**src/rtl/ballot_controller.sv**
```systemverilog
// ballot_controller: arms one ballot per officer request, registers a vote after a
// button is held HOLD_CYCLES cycles, then lights the confirm LED and waits for release.
// Latency: vote_pulse is high in the cycle after the HOLD_CYCLES-th matching sample.
// No flow control: button inputs are sampled every cycle; enable_ballot is honoured only in IDLE.
// Optional build macro BALLOT_TIMEOUT_EN adds an armed-ballot expiry after TIMEOUT_CYCLES.
// Ports: clk, reset (sync, active-high), enable_ballot, btn[2:0] (BJP/CONG/NOTA),
//        vote_pulse[2:0], conf[2:0], ready, err_multi, timeout, ballot_count[9:0].
module ballot_controller #(
    parameter logic [31:0] HOLD_CYCLES    = 32'd50_000_000,
    parameter logic [31:0] CONF_CYCLES    = 32'd25_000_000,
    parameter logic [31:0] TIMEOUT_CYCLES = 32'd500_000_000
) (
    input  logic       clk,
    input  logic       reset,
    input  logic       enable_ballot,
    input  logic [2:0] btn,
    output logic [2:0] vote_pulse,
    output logic [2:0] conf,
    output logic       ready,
    output logic       err_multi,
    output logic       timeout,
    output logic [9:0] ballot_count
);

    typedef enum logic [2:0] {
        S_IDLE,
        S_ARMED,
        S_HOLD,
        S_COMMIT,
        S_CONFIRM,
        S_RELEASE
    } state_t;

    state_t      state;
    state_t      state_nxt;
    logic [2:0]  cand;
    logic [31:0] hold_cnt;
    logic [31:0] conf_cnt;
    logic        btn_one_hot;
    logic        btn_multi;
    logic        btn_match;
    logic        hold_done;
    logic        commit_go;
    logic        expire;

    assign btn_one_hot = (btn == 3'b001) || (btn == 3'b010) || (btn == 3'b100);
    assign btn_multi   = (btn[0] & btn[1]) | (btn[0] & btn[2]) | (btn[1] & btn[2]);
    assign btn_match   = (btn == cand);
    assign hold_done   = (hold_cnt >= HOLD_CYCLES - 32'd1);
    // Commit is decided in HOLD only; it takes precedence over a coincident expiry.
    assign commit_go   = (state == S_HOLD) && btn_match && hold_done;

`ifdef BALLOT_TIMEOUT_EN
    // Counts every cycle spent in ARMED or HOLD; HOLD->ARMED fallbacks do not restart it.
    logic [31:0] tmo_cnt;

    always_ff @(posedge clk) begin
        if (reset) begin
            tmo_cnt <= '0;
            timeout <= 1'b0;
        end else begin
            if (state == S_ARMED || state == S_HOLD) begin
                tmo_cnt <= tmo_cnt + 32'd1;
            end else begin
                tmo_cnt <= '0;
            end
            timeout <= expire && !commit_go;
        end
    end

    assign expire = (state == S_ARMED || state == S_HOLD) &&
                    (tmo_cnt >= TIMEOUT_CYCLES - 32'd1);
`else
    // No expiry in this build; the parameter stays in the interface so both builds share it.
    assign expire  = 1'b0;
    assign timeout = 1'b0 & (TIMEOUT_CYCLES != 32'd0);
`endif

    always_ff @(posedge clk) begin
        if (reset) begin
            state <= S_IDLE;
        end else begin
            state <= state_nxt;
        end
    end

    always_comb begin
        state_nxt  = state;
        ready      = 1'b0;
        vote_pulse = 3'b000;
        conf       = 3'b000;
        case (state)
            S_IDLE: begin
                if (enable_ballot) begin
                    state_nxt = S_ARMED;
                end
            end
            S_ARMED: begin
                ready = 1'b1;
                if (expire) begin
                    state_nxt = S_IDLE;
                end else if (btn_one_hot) begin
                    state_nxt = S_HOLD;
                end
            end
            S_HOLD: begin
                if (commit_go) begin
                    state_nxt = S_COMMIT;
                end else if (expire) begin
                    state_nxt = S_IDLE;
                end else if (!btn_match) begin
                    state_nxt = S_ARMED;
                end
            end
            S_COMMIT: begin
                vote_pulse = cand;
                state_nxt  = S_CONFIRM;
            end
            S_CONFIRM: begin
                conf = cand;
                if (conf_cnt >= CONF_CYCLES - 32'd1) begin
                    state_nxt = S_RELEASE;
                end
            end
            S_RELEASE: begin
                if (btn == 3'b000) begin
                    state_nxt = S_IDLE;
                end
            end
            default: state_nxt = S_IDLE;
        endcase
    end

    always_ff @(posedge clk) begin
        if (reset) begin
            cand         <= 3'b000;
            hold_cnt     <= '0;
            conf_cnt     <= '0;
            err_multi    <= 1'b0;
            ballot_count <= '0;
        end else begin
            err_multi <= (state == S_ARMED) && btn_multi;

            // Candidate is captured only in ARMED, so it is frozen from HOLD through CONFIRM.
            if (state == S_ARMED && btn_one_hot && !expire) begin
                cand <= btn;
            end

            if (state == S_ARMED && btn_one_hot) begin
                hold_cnt <= 32'd1;
            end else if (state == S_HOLD && btn_match) begin
                hold_cnt <= hold_cnt + 32'd1;
            end else begin
                hold_cnt <= '0;
            end

            if (state == S_CONFIRM) begin
                conf_cnt <= conf_cnt + 32'd1;
            end else begin
                conf_cnt <= '0;
            end

            if (state == S_COMMIT && ballot_count != 10'd1023) begin
                ballot_count <= ballot_count + 10'd1;
            end
        end
    end

endmodule

```
**config.mk**
```make
export PLATFORM = sky130hd
export DESIGN_NAME = ballot_controller
export DESIGN_NICKNAME = d
export VERILOG_FILES = /design/src/rtl/ballot_controller.sv
export SDC_FILE = /design/constraint.sdc
export NUM_CORES = 1
export LEC_CHECK = 0
export BUFFER_PORTS_ARGS = -buffer_cell sky130_fd_sc_hd__clkbuf_2
export CAP_MARGIN = 10
export CORE_ASPECT_RATIO = 0.75
export CORE_MARGIN = 2
export CORE_UTILIZATION = 40
export DETAILED_ROUTE_END_ITERATION = 7
export GPL_TIMING_DRIVEN = 0
export PLACE_DENSITY_LB_ADDON = 0.3
export SLEW_MARGIN = 20
export SYNTH_ARGS = -nofsm -noshare
export SYNTH_HDL_FRONTEND = slang
export SYNTH_SLANG_ARGS = --single-unit
export TNS_END_PERCENT = 50
```
**constraint.sdc**
```tcl
create_clock -name clk -period 2.5 [get_ports clk]
set_input_delay 0.5 -clock clk [delete_from_list [all_inputs] [get_ports clk]]
set_output_delay 0.5 -clock clk [all_outputs]
set_load 0.1 [all_outputs]
```
# --- Yosys cells after proc, flatten, opt, wreduce, memory -nomap -nowiden ---
# Cells that the tools add are included.
classes:
  add_sub_neg: 3
  multipliers: 0
  n_div: 0
  n_lt_le_gt_ge: 2
  n_eq_ne: 15
  n_shift: 0
  muxes: 12
  bitwise: 7
  n_reduce_logical: 12
ops:
  columns: ["op", "n"]
  rows:
  - ["adder 32 x 1 -> 32 bit (second input constant)", 2]
  - ["greater-or-equal comparator 32 x 25 -> 1 bit (second input constant)", 1]
  - ["greater-or-equal comparator 32 x 26 -> 1 bit (second input constant)", 1]
  - ["2-to-1 mux 3 bit", 8]
  - ["one-hot mux 3 bit (6 select lines)", 1]
  - ["adder 10 x 1 -> 10 bit (second input constant)", 1]
  - ["inequality test 10 bit (second input constant)", 1]
  - ["equality test 3 x 2 -> 1 bit (second input constant)", 3]
  - ["equality test 3 bit (second input constant)", 3]
  - ["inequality test 2 bit (second input constant)", 4]
  - ["equality test 3 x 1 -> 1 bit (second input constant)", 2]
  - ["zero test 3 bit", 2]
  - ["logical AND 1 bit", 5]
  - ["AND reduction 5 bit", 1]
  - ["AND 1 bit", 3]
  - ["equality test 3 bit", 1]
  - ["2-to-1 mux 1 bit", 3]
  - ["inequality test 3 bit (second input constant)", 1]
  - ["OR reduction 3 bit", 1]
  - ["logical OR 1 bit", 2]
  - ["NOT 1 bit", 2]
  - ["OR 1 bit", 2]
  - ["OR reduction 2 bit", 1]
totals:
  regBits: 81
  latch_bits: 0
  mem_bits_rw: 0
  rom_bits: 0
  inputBits: 6
  out_inout_bits: 19
  elab_cells: 58
  memories: 0

# --- Logic depth before layout (Yosys ltp) ---
# Gate-level depths: netlist (run 1).
depth:
  depth_word: 5
  ltp_mapped: 7
  mapped_depth_nobuf: 7

# --- Least setup slack after synthesis (run 1) ---
# Ideal clock, no wire load.
synth_timing:
  kind: "register to register"
  from: "register ballot_count[2]"
  to: "register ballot_count[3]"
  setup_time_ns: 0.128
  arrival_ns: 2.253
  t_required_ns: 2.372
  setup_slack_ns: 0.119
  path_stages_with_launch: 7
  n_path_buf: 0
  period_less_slack_ns: 2.381
  cell_sequence: "dfxtp_1 -> and4_1 -> nand4_1 -> o21ai_1 -> nor3_1 -> xnor2_1 -> nor2_1"
synth_via:
  elab_chain_cells: 2
  elab_cells_between_ends: 3
  classes_between: "add/sub: 1; eq/ne: 1; reduce/logical: 1"
synth_lines:
  columns: ["item", "line_no", "rtl"]
  rows:
  - ["start, declared", "22", "output logic [9:0] ballot_count"]
  - ["start signal, assigned", "164", "ballot_count <= ballot_count + 10'd1;"]
  - ["branches (longest 2 deep; another with adder 10 x 1 -> 10 bit)", null, null]
# Parallel ways; which one is timed is not known.
# A chain may end at the register's enable or synchronous reset.

# --- Worst setup path after layout (run 1) ---
layout_timing:
  from: "register state[1]"
  to: "output conf[0]"
layout_via:
  elab_chain_cells: 2
layout_lines:
  columns: ["item", "line_no", "rtl"]
  rows:
  - ["start, declared", "34", "state_t state;"]
  - ["start signal, assigned", "83", "state <= state_nxt;"]
  - ["equality test 3 bit", "92", "case (state)"]
  - ["2-to-1 mux 3 bit", "92", null]
  - ["end, declared", "18", "output logic [2:0] conf,"]
# Every way passes these cells.

==> results.yml, run 1 <==
clock_network:
  clk_latency_ns: 0.33
  clock_path_buffers: 2
  cts_tree: "yes"
  post_cts_buffers: 0
  h-tree-depth: 3
  clkTransAtPathRegs_ns: 0.06
  cts_sinks: 81
  cts_root_buffer: "clkbuf_16"
  numCtsBuffers: 9
final_layout:
  final_net_count: 478
  drive_gt1_frac: 0.1076
  syn_to_final_growth_pct: 15.38
  final_cells: 602
  antenna_cells: 0
  num-fill-cells: 891
floorplan:
  initial_core_util: 0.4119
  core_area_mm2: 0.009046
  fp.dieW_um: 115.4
  fp-row-count: 30
  die_h_um: 87.59
  io_pins: 25
  die-area_mm2: 0.01011
yosys:
  netlist_area_mm2: 0.003726
  yosysUniqueCellTypes: 48
  ys.flop_type: "dfxtp_1"
  synthArstFlopShare: 0
  syn_area_per_cell_um2: 8.566
  ys_ff_latch: 81
  synth_top_area_frac: 0.4352
  synth_top_area_cell: "dfxtp_1"
  yosys_warnings: 0
  synth_nets: 444
  netlist_instances: 435
  synth.area.top_cells: "dfxtp_1 44%, xnor2_1 8.2%, nor2_1 8.2%"
  ys_seq_area_frac: 0.4352
  synth_edf_count: 0
  yosys-top-cells-count: "81 x dfxtp_1, 81 x nor2_1, 35 x xnor2_1, 33 x xor2_1, 32 x nand2_1"
placement:
  dpl.cell_count: 586
  gp_congestion: 0.7983
  dp_hpwl_mm: 5.394
  io_buffers: 23
  pre_cts_ws_ns: 0.2000
routing:
  wire_per_inst_um: 12.71
  first_pass_iters: 4
  drt.antenna.violating_nets: 0
  wirelength_mm: 7.653
  via_count: 3000
  first_iter_violations: 122
  viasPerCell: 4.983
  drcViolationCount: 0
critical_path:
  critPathArrivalTime_ns: 1.88
  crit_slowest_cell: "clkbuf_2"
  crit_fanout: 10
  crit_chain: "clkbuf_1 -> nor3b_2 -> and2_1 -> clkbuf_2"
  reg2reg_from: "conf_cnt[11]$_SDFF_PP0_"
  ff2ff_path_depth: 6
  required_ns: 2.00
  endpoint_kind: "output pin"
  path_delay_family: "buffers and inverters"
  crit_type: "reg2out"
  r2r_setup_slack_ns: 0.21
  reg2reg_to: "conf_cnt[30]$_SDFF_PP0_"
  cp-start-kind: "flop"
  critPathBufInv: 2
  max_stage_delay_ns: 0.46
sta:
  maxSlewViolCount: 0
  setup_viol_count_final: 0
  skew_ns: 0.007870
  fin_setup_tns_ns: 0
  rsz0062_at_grt: "no"
  maxSlewHeadroom: 0.4347
  max_freq_mhz: 419.7
  setup_ws_ns: 0.1172
  post-route-min-period_ns: 2.383
  hold-worst-slack_ns: 0.4611
  tightest_slew_ns: 0.8402
  fin_crit_sh: 0.9531
  finalHoldViolations: 0
power:
  finalPower_mw: 2.686
  powerDensity_mw_per_mm2: 624.8
  p_leak_nw: 1.429
  vdd_drop_max_mv: 0.3583
min_path:
  min_path_type: "reg2reg"
  hold_start: "conf_cnt[0]$_SDFF_PP0_"
  hold-path-endpoint: "conf_cnt[0]$_SDFF_PP0_"
  whs_path_depth: 1
global_route:
  grt_first_pass_wirelength_mm: 13.03
  grt-ovfl-total: 0
  antenna_found_initial: 0
  grt_use_total: 0.1624
  grt_max_degree: 14
  grt_pass1_vias: 2750
run_status:
  status: "completed"
job:
  cap_violations: 0
sequential cells by signal, summed over array words and instances (netlist names):
register      count
err_multi         1
ballot_count     10
conf_cnt         32
state             3
hold_cnt         32
cand              3
cell usage in the layout (no fill, tap or decap), types with 2 or more instances in the layout:
cell type    n
nor3_1      20
and2_1       6
nand4_1     17
xor2_1      33
clkbuf_2    22
clkbuf_1    12
ha_1         3
clkbuf_16    9
or4_1        3
nor4_1       8
o21ai_0      8
nand2_1     32
or3_1        4
and4_1       5
nor4b_1      2
a211oi_1     3
clkbuf_8     2
nand3_1     21
inv_1        9
nand2b_1     2
clkinvlp_4   3
mux2i_1      3
dfxtp_1     81
a21oi_1     10
xnor2_1     35
and3_1       9
or2_2        3
nor2_1      81
worst register-to-register path: stages, from the launching register on:
cell	delay [ns]
dfxtp_1	0.39
and4_1	0.33
nand4_1	0.26
nor4_1	0.80
nand2_1	0.16
xor2_1	0.16
nor2_1	0.05
cell families (layout without fill, tap and decap cells):
family / count (synthesis) / count (layout) / synth area share
AO/OA/AOI/OAI: 32 / 32 / 0.05507
multiplexers: 3 / 3 / 0.008059
flip-flops: 81 / 81 / 0.4352
AND/OR/NAND/NOR: 224 / 224 / 0.3046
XOR/XNOR: 68 / 68 / 0.1598
other: 1 / 1 / 0.001006
buffers and inverters: 23 / 62 / 0.02619
adder cells (fa/ha/maj): 3 / 3 / 0.01007
what timing repair did:
item | in CTS | in global routing
gates resized for setup | 1 | 3
setup endpoints to repair | 3 | 4
hold buffers | 0 | 0
where the power goes:
part / internal (mW) / total [mW] / switching (mW) / leakage [nW]
clock: 0.725 / 1.23 / 0.510 / 0.131
combinational: 0.0377 / 0.137 / 0.0990 / 0.646
sequential: 1.30 / 1.31 / 0.0123 / 0.653
layer usage:
| layer | up-vias | share of wire | track usage |
|---|---|---|---|
| met4 | 0 | 0.013 | 0.06024 |
| met5 | - | 0 | 0 |
| met2 | 47 | 0.41 | 0.2403 |
| met1 | 1383 | 0.53 | 0.2260 |
| li1 | 1561 | - | - |
| met3 | 9 | 0.048 | 0.04637 |
worst max-delay path by stage:
stage | to | from | cells after the start
2_1_floorplan | ballot_count[3]$_SDFFE_PP0P_ | ballot_count[2]$_SDFFE_PP0P_ | 6
5_1_grt | conf[0] | state[1]$_SDFFE_PP0P_ | 4
3_5_place_dp | conf_cnt[27]$_SDFF_PP0_ | conf_cnt[11]$_SDFF_PP0_ | 6
3_3_place_gp | conf[0] | state[1]$_SDFFE_PP0P_ | 4
6_report | conf[0] | state[1]$_SDFFE_PP0P_ | 4
4_1_cts | ready | state[0]$_SDFFE_PP0P_ | 4
final cells by class:
| type | instances | area [um2] | share of cell area |
|---|---|---|---|
| clock buffer | 12 | 256.5 | 0.05966 |
| inverter | 9 | 33.78 | 0.007858 |
| sequential | 81 | 1622 | 0.3772 |
| buffer | 14 | 63.81 | 0.01484 |
| clock inverter | 4 | 27.53 | 0.006403 |
| multi-input combinational | 331 | 2021 | 0.4700 |
| timing repair buffer | 23 | 115.1 | 0.02678 |
| tap | 128 | 160.2 | 0.03725 |
stage by stage:
step	area (um2)	util
finish	4299	0.4752
global route	4299	0.4752
CTS	4290	0.4743
detailed placement	4001	0.4423
global placement	4001	0.4423
floorplan	3726	-
No activity file was read; power rests on OpenSTA's default activity.
==> run 2: changes to the inputs <==
--- a/config.mk
+++ b/config.mk
@@ -7,9 +7,11 @@
 export LEC_CHECK = 0
 export BUFFER_PORTS_ARGS = -buffer_cell sky130_fd_sc_hd__clkbuf_2
 export CAP_MARGIN = 10
+export CELL_PAD_IN_SITES_DETAIL_PLACEMENT = 1
+export CELL_PAD_IN_SITES_GLOBAL_PLACEMENT = 2
 export CORE_ASPECT_RATIO = 0.75
 export CORE_MARGIN = 2
-export CORE_UTILIZATION = 40
+export CORE_UTILIZATION = 37
 export DETAILED_ROUTE_END_ITERATION = 7
 export GPL_TIMING_DRIVEN = 0
 export PLACE_DENSITY_LB_ADDON = 0.3
==> run 2 against run 1 <==
Via count up 1.8%. Setup slack improved by 0.039 ns. Routed wire length is 9.5% higher. Clock skew shrank 0.0025 ns. First-iteration DRC count down 34%. Core utilization fell by 3.5 points. Power fell by 1.7%. Clock-buffer cell count increased by 3. Register-to-register slack better by 0.20 ns. Fmax up 1.7%. Design area is 0.35% lower. Critical endpoint is now ready. Highest routed layer unchanged.
==> results.yml, run 2 (same netlist as run 1, synthesis figures left out) <==
floorplan:
  fp-row-count: 31
  fp.dieW_um: 119.9
  core_area_mm2: 0.009736
  die_h_um: 90.91
  initial_core_util: 0.3827
  io_pins: 25
  die-area_mm2: 0.01090
placement:
  pre_cts_ws_ns: 0.1457
  io_buffers: 23
  dp_hpwl_mm: 6.062
  dpl.cell_count: 590
  gp_congestion: 0.7752
routing:
  via_count: 3053
  drt.antenna.violating_nets: 0
  first_iter_violations: 80
  wirelength_mm: 8.379
  viasPerCell: 5.046
  first_pass_iters: 4
  wire_per_inst_um: 13.85
  drcViolationCount: 0
sta:
  fin_crit_sh: 0.9374
  skew_ns: 0.005329
  max_freq_mhz: 426.7
  maxSlewHeadroom: 0.5113
  maxSlewViolCount: 0
  post-route-min-period_ns: 2.343
  fin_setup_tns_ns: 0
  tightest_slew_ns: 0.7146
  setup_ws_ns: 0.1565
  setup_viol_count_final: 0
  rsz0062_at_grt: "no"
  finalHoldViolations: 0
global_route:
  grt-ovfl-total: 0
  grt_first_pass_wirelength_mm: 14.75
  grt_use_total: 0.1683
  grt_pass1_vias: 2994
  antenna_found_initial: 0
  grt_max_degree: 12
power:
  vdd_drop_max_mv: 0.3056
  swShare: 0.2283
  seqPwrFrac: 0.499
  finalPower_mw: 2.640
  p_leak_nw: 1.422
  comb_power_share: 0.053
  powerDensity_mw_per_mm2: 616.2
  internal-power_mw: 2.037
  p_clk_frac: 0.448
  p_sw_mw: 0.6026
critical_path:
  critPathArrivalTime_ns: 1.84
  ff2ff_path_depth: 7
  reg2reg_from: "state[1]$_SDFFE_PP0P_"
  path_delay_family: "buffers and inverters"
  cp-start-kind: "flop"
  crit_chain: "nor2b_2 -> nand2b_1 -> inv_1 -> buf_2"
  max_stage_delay_ns: 0.45
  critPathBufInv: 2
  reg2reg_to: "state[2]$_SDFFE_PP0P_"
  required_ns: 2.00
  crit_type: "reg2out"
  r2r_setup_slack_ns: 0.41
  crit_fanout: 7
  crit_slowest_cell: "dfxtp_1"
  endpoint_kind: "output pin"
run_status:
  status: "completed"
clock_network:
  cts_tree: "yes"
  clk_latency_ns: 0.33
  clkTransAtPathRegs_ns: 0.06
  cts_root_buffer: "clkbuf_16"
  clock_path_buffers: 2
  numCtsBuffers: 9
  cts_sinks: 81
  h-tree-depth: 3
final_layout:
  antenna_cells: 0
  final_cells: 605
  largestRegisters: "conf_cnt x32, hold_cnt x32, ballot_count x10"
  syn_to_final_growth_pct: 14.98
  final_net_count: 478
  drive_gt1_frac: 0.09725
  postLayoutCoreUtil: 0.4400
  layout_common_cells: "81 x nor2_1, 81 x dfxtp_1, 35 x xnor2_1"
min_path:
  min_path_type: "in2reg"
  whs_path_depth: 3
  hold_start: "btn[2]"
  hold-path-endpoint: "cand[2]$_SDFFE_PP0P_"
job:
  cap_violations: 0
==> run 2: through the flow <==
stage / instance area [um2] / hold slack (ns)
4_1_cts: 4269 / 0.4653
6_report: 4284 / 0.4739
3_3_place_gp: 4006 / 0.4430
3_5_place_dp: 4006 / 0.4710
5_1_grt: 4284 / 0.5078
2_1_floorplan: 3726 / 0.4262
==> run 2: power by group through the flow <==
stage,Combinational (mW),Clock [mW],Sequential (mW)
final,0.141,1.18,1.32
after global routing,0.155,1.28,1.32
after CTS,0.139,1.22,1.32
after detailed placement,0.138,0,1.34
after global placement,0.136,0,1.34
after floorplan,0.0947,0,1.35
==> run 2: final cells by class <==
cell class	count	area [um2]
fillers	1153	5451
multi-input cells	331	2027
flip-flops and latches	81	1622
clock buffers	15	257.7
well taps	132	165.2
repair buffers	23	115.1
plain buffers	14	63.81
inverters	9	33.78
==> run 2: how the worst max path moves through the flow <==
stage	to	startpoint	cells past startpoint	slack, ns
2_1_floorplan	ballot_count[3]$_SDFFE_PP0P_	ballot_count[2]$_SDFFE_PP0P_	6	0.12
3_3_place_gp	conf[0]	state[1]$_SDFFE_PP0P_	4	0.19
3_5_place_dp	conf[0]	state[1]$_SDFFE_PP0P_	4	0.15
4_1_cts	ready	state[0]$_SDFFE_PP0P_	4	0.00008
5_1_grt	ready	state[0]$_SDFFE_PP0P_	4	0.02
6_report	ready	state[0]$_SDFFE_PP0P_	4	0.16
==> run 2: per-layer routing <==
| metal | up-vias | routed length (um) | GRT usage |
|---|---|---|---|
| met5 | - | 0 | 0 |
| met4 | 0 | 63 | 0.03529 |
| met3 | 7 | 362 | 0.05682 |
| met2 | 43 | 3366 | 0.2348 |
| met1 | 1443 | 4586 | 0.2491 |
| li1 | 1560 | - | - |
==> run 2: tightest hold or removal path: stages <==
cell and delay, ns:
clkbuf_2 0.13, nand3_1 0.08, a21oi_1 0.05
==> run 2: repair_timing <==
item,CTS,global route
resized for setup,1,5
cloned,0,0
endpoints found under the setup margin,3,7
buffers inserted,0,0
hold buffers,0,0
